<file path="src/rtl/jtframe_rom_arb.sv">
// ROM slot arbiter: every game ROM slot owns a one-entry read cache. Misses share
// one SDRAM port through a fixed-priority or round-robin arbiter, one fill at a time.
module jtframe_rom_arb #(
   parameter int CH = 4,
   parameter int AW = 22,
   parameter int DW = 32,
   parameter bit RR = 1'b0
) (
   input  logic             clk,
   input  logic             rst_n,
   input  logic             downloading,
   input  logic             loop_rst,
   input  logic [CH*AW-1:0] slot_addr,
   input  logic [CH-1:0]    slot_req,
   output logic [CH-1:0]    slot_ok,
   output logic [CH*DW-1:0] slot_dout,
   output logic [AW-1:0]    sdram_addr,
   output logic             sdram_req,
   input  logic             sdram_ack,
   input  logic [DW-1:0]    data_read,
   input  logic             data_rdy,
   output logic             refresh_en
);
   localparam int GW = (CH > 1) ? $clog2(CH) : 1;

   // SDRAM side handshake: sdram_req is held with a constant sdram_addr until the
   // one-cycle sdram_ack; data_rdy is a one-cycle strobe that may coincide with the ack.
   typedef enum logic [1:0] { IDLE, WAIT_ACK, WAIT_RDY } state_t;

   state_t        state_q;
   logic [AW-1:0] tag_q  [CH];
   logic [DW-1:0] data_q [CH];
   logic [CH-1:0] valid_q;
   logic [GW-1:0] gnt_q;
   logic [GW-1:0] last_q;
   logic [GW-1:0] gnt_d;
   logic [AW-1:0] addr_q;
   logic          req_q;
   logic          stale_q;
   logic [CH-1:0] pending;
   logic          found_d;
   logic          fill;
   int            pos;

   for (genvar i = 0; i < CH; i++) begin : g_slot
      assign slot_ok[i] = slot_req[i] & valid_q[i] & (tag_q[i] == slot_addr[i*AW +: AW]);
      assign slot_dout[i*DW +: DW] = data_q[i];
   end

   assign pending    = slot_req & ~slot_ok;
   assign sdram_addr = addr_q;
   assign sdram_req  = req_q;
   assign refresh_en = !rst_n || downloading || (state_q == IDLE && pending == '0);

   // A fetch that overlapped a download is completed on the bus but never cached.
   assign fill = data_rdy && !downloading && !stale_q &&
                 ((state_q == WAIT_RDY) || (state_q == WAIT_ACK && sdram_ack));

   always_comb begin
      gnt_d   = '0;
      found_d = 1'b0;
      pos     = 0;
      for (int k = 0; k < CH; k++) begin
         pos = RR ? (int'(last_q) + 1 + k) : k;
         if (pos >= CH) pos = pos - CH;
         if (!found_d && pending[pos[GW-1:0]]) begin
            found_d = 1'b1;
            gnt_d   = pos[GW-1:0];
         end
      end
   end

   always_ff @(posedge clk or negedge rst_n) begin
      if (!rst_n) begin
         state_q <= IDLE;
         valid_q <= '0;
         gnt_q   <= '0;
         last_q  <= GW'(CH - 1);
         addr_q  <= '0;
         req_q   <= 1'b0;
         stale_q <= 1'b0;
         for (int i = 0; i < CH; i++) begin
            tag_q[i]  <= '0;
            data_q[i] <= '0;
         end
      end else if (loop_rst) begin
         state_q <= IDLE;
         valid_q <= '0;
         gnt_q   <= '0;
         last_q  <= GW'(CH - 1);
         addr_q  <= '0;
         req_q   <= 1'b0;
         stale_q <= 1'b0;
         for (int i = 0; i < CH; i++) begin
            tag_q[i]  <= '0;
            data_q[i] <= '0;
         end
      end else begin
         if (downloading) begin
            valid_q <= '0;
         end else if (fill) begin
            tag_q[gnt_q]   <= addr_q;
            data_q[gnt_q]  <= data_read;
            valid_q[gnt_q] <= 1'b1;
         end

         case (state_q)
            IDLE: begin
               if (found_d && !downloading) begin
                  gnt_q   <= gnt_d;
                  last_q  <= gnt_d;
                  addr_q  <= slot_addr[gnt_d*AW +: AW];
                  req_q   <= 1'b1;
                  stale_q <= 1'b0;
                  state_q <= WAIT_ACK;
               end
            end
            WAIT_ACK: begin
               if (downloading) stale_q <= 1'b1;
               if (sdram_ack) begin
                  req_q   <= 1'b0;
                  state_q <= data_rdy ? IDLE : WAIT_RDY;
               end
            end
            WAIT_RDY: begin
               if (downloading) stale_q <= 1'b1;
               if (data_rdy) state_q <= IDLE;
            end
            default: begin
               req_q   <= 1'b0;
               state_q <= IDLE;
            end
         endcase
      end
   end

endmodule

</file>
<file path="config.mk">
export PLATFORM = sky130hd
export DESIGN_NAME = jtframe_rom_arb
export DESIGN_NICKNAME = d
export VERILOG_FILES = /design/src/rtl/jtframe_rom_arb.sv
export SDC_FILE = /design/constraint.sdc
export NUM_CORES = 1
export LEC_CHECK = 0
export BUFFER_PORTS_ARGS = -buffer_cell sky130_fd_sc_hd__buf_2
export CAP_MARGIN = 20
export CORE_UTILIZATION = 25
export DETAILED_ROUTE_END_ITERATION = 8
export GPL_TIMING_DRIVEN = 1
export PLACE_DENSITY = 0.4
export SYNTH_ARGS = -nofsm -noshare
export SYNTH_HDL_FRONTEND = slang
export SYNTH_SLANG_ARGS = --single-unit
</file>
<file path="constraint.sdc">
create_clock -name clk -period 3.1 [get_ports clk]
set_clock_uncertainty 0.15 [all_clocks]
set_input_delay 0.465 -clock clk [delete_from_list [all_inputs] [get_ports clk]]
set_output_delay 0.465 -clock clk [all_outputs]
set_load 0.05 [all_outputs]
</file>
==> flow_metrics.env <==
export IMPL_status="complete, but fails checks"
export IMPL_failed_checks="negative setup slack"
export IMPL_timing_rr_start="tag_q[85]"
export IMPL_io_buffers=285
export IMPL_initial_core_util=0.2554
export IMPL_globalRouteTotalUtil=0.2062
export IMPL_ys_seq_area_frac=0.5459
export IMPL_required_ns=2.48
export IMPL_clock_latency_ns=0.54
export IMPL_critical_path_startpoint="tag_q[85]"
export IMPL_reg2reg_slack_ns=0.17
export IMPL_crit_fanout=2
export IMPL_synth_area_leaders="dfrtp_1, nand2_1, a21oi_1"
export IMPL_fp_dieArea_um2=46330
export IMPL_post_route_util=0.3411
export IMPL_setup_viol=1
export IMPL_postSynthCellCount=1269
export IMPL_gp_congestion=0.8873
export IMPL_grt_pass1_wl_um=71130
export IMPL_htree_levels=2
export IMPL_routed_wl_um=48080
export IMPL_avgViaCountPerCell=4.787
export IMPL_synth_seq_cells=248
export IMPL_place_inst=2128
export IMPL_stdcell_count=2192
export IMPL_cts_tree="done"
export IMPL_core_um2=44510
export IMPL_synth_top_cell_area_share=0.5459
export IMPL_synthesis_nets=1403
export IMPL_drt_wirelength_per_cell_um=21.93
export IMPL_async_flop_share=1.000
export IMPL_synthDistinctLibCells=38
export IMPL_p_sw_frac=0.3023
export IMPL_drtAntennaViolNets=0
export IMPL_postSynthAreaPerCell_um2=8.959
export IMPL_period_needed_ns=3.378
export IMPL_antenna_found_initial=10
export IMPL_synth_flop_cell="dfrtp_1"
export IMPL_slew_headroom=0.4857
export IMPL_p_int_mw=6.494
export IMPL_pwr_share_comb=0.160
export IMPL_tightestPinTransition_ns=0.7714
export IMPL_switching_power_mw=2.814
export IMPL_period_share=1.090
export IMPL_timing_rr_end="sdram_addr[7]"
export IMPL_netlist_top_cells_count="nand2_1, dfrtp_1, a21oi_1"
export IMPL_endpoint="refresh_en"
export IMPL_yosys_area_top_type="dfrtp_1"
export IMPL_max_vdd_ir_drop_mv=0.3167
export IMPL_cts_sinks=248
export IMPL_die_height_um=215.2
export IMPL_dieWidth_um=215.2
export IMPL_p_seq_frac=0.381
export IMPL_hold_path_class="input port to flop"
export IMPL_path_clk_slew_ns=0.06
export IMPL_post_route_cells_drive_above_1_share=0.2716
export IMPL_worstSetupPathType="flop to primary output"
export IMPL_worstPathArrival_ns=2.76
export IMPL_total_power_mw=9.308
export IMPL_drc=0
export IMPL_p_leak_nw=6.943
export IMPL_start_kind="flop"
export IMPL_root_buffer="clkbuf_16"
export IMPL_synth_area_um2=11370
export IMPL_multi_input_area_um2=4857
export IMPL_grt_max_degree=129
export IMPL_setup_slack_ns=-0.2785
export IMPL_synth_edff_count=0
export IMPL_end_kind="primary output"
export IMPL_cts_path_max_buffers=3
export IMPL_drt_iter0_markers=686
export IMPL_cap_viol_max_count=0
export IMPL_seq_area_um2=6206
export IMPL_numCtsBuffers=34
export IMPL_vias=10490
export IMPL_place_hpwl_um=32780
export IMPL_ys_warn_count=0
export IMPL_rsz0062_at_grt="yes"
export IMPL_yosys_cell_count_top_type="nand2_1"
export IMPL_grt_pass1_vias=10540
export IMPL_layout_nets=1707
export IMPL_slew_viol_final=0
export IMPL_overflow=0
export IMPL_syn_to_final_growth_pct=33.54
export IMPL_ios=286
export IMPL_reg2reg_depth=11
export IMPL_rows=77
export IMPL_dr_pass1_iters=5
export IMPL_fmax_ghz=0.2960
export IMPL_whs_ns=0.03872
export IMPL_fillers=4747
export IMPL_hold_viol=0
export IMPL_power_density_nw_per_um2=613.1
export IMPL_clock_power_share=0.459
registers in the layout, summed over array words and instances, names as in the netlist:
signal / count
sdram_req: 1
state_q: 2
slot_dout: 128
gnt_q: 2
sdram_addr: 22
tag_q: 88
valid_q: 4
stale_q: 1
metal layers:
metal	wire (um)	vias to the layer above	GRT usage
met4	1450	14	0.07423
met2	21720	364	0.3192
li1	-	4886	-
met5	88	-	0
met3	3664	84	0.06171
met1	21150	5146	0.2712
kinds of logic after synthesis:
logic type                 synth area share
and+or+nand+nor                      0.1804
AOI/OAI and AO/OA                    0.1653
DFF                                  0.5459
buffers and inverters               0.03533
xor gates and xnor gates            0.06780
adders and majority gates          0.004403
muxes                             0.0008805
critical path, cell delays in order (launching register included):
cell      delay [ns]
dfrtp_1         0.38
xor2_1          0.22
nor4_2          0.30
buf_4           0.16
nand4_1         0.15
o41ai_4         0.33
and4_4          0.30
nand2_1         0.06
nand3b_1        0.14
buf_6           0.18
area by class of cell:
cell class,count,area share
Antenna cell,2,0.0003297
Sequential cell,248,0.4088
Inverter,4,0.0009890
Clock buffer,47,0.06396
Timing Repair Buffer,358,0.1421
Tap cell,592,0.04879
Clock inverter,14,0.01508
Multi-Input combinational cell,927,0.3200
through the flow:
stage          setup WS, ns  cell area (um2)  TNS (ns)
4_1_cts             -0.3422            15150   -0.3422
5_1_grt             -0.4196            15180   -0.4856
6_report            -0.2785            15180   -0.2785
3_3_place_gp        -0.2377            13900    -1.164
2_1_floorplan      0.003971            11380         0
3_5_place_dp        -0.1474            13900   -0.4685
worst min-delay path by stage:
stage,startpoint,endpoint,slack (ns),cells after the start
floorplan,rst_n,gnt_q[0],0.02,0
global placement,rst_n,tag_q[56],0.18,1
detailed placement,rst_n,tag_q[56],0.18,1
CTS,data_read[25],slot_dout[25],0.01,3
global route,data_read[23],slot_dout[23],0.03,3
finish,data_read[25],slot_dout[25],0.04,3
power groups by stage:
stage | Sequential (mW) | Combinational, mW | Clock, mW
after CTS | 3.56 | 1.51 | 4.38
after global placement | 3.61 | 1.50 | 0
after global routing | 3.56 | 1.60 | 4.50
after floorplan | 3.80 | 0.499 | 0
final | 3.55 | 1.49 | 4.27
after detailed placement | 3.61 | 1.50 | 0
timing repair:
item / in CTS / in global routing
hold buffers: 1 / 0
setup buffers: 0 / 0
endpoints found under the hold margin: 19 / 0
gates resized for setup: 9 / 4
setup endpoints to repair: 4 / 4
cell usage in the layout (no fill, tap or decap), types with 5 or more instances in the layout:
cell type and instances:
clkbuf_1 7, buf_12 12, xnor2_1 29, a21oi_1 244
nand2_1 449, o21ai_1 10, dfrtp_1 248, nor4_1 10
buf_2 279, o21a_1 5, o21ai_0 15, bufinv_16 6
xor2_1 59, clkbuf_16 35, o221ai_1 44, buf_4 62
nand4_1 7, nor4_2 7, clkbuf_8 5, nand2b_1 6
clkinv_2 5
No activity file was read; power rests on OpenSTA's default activity.
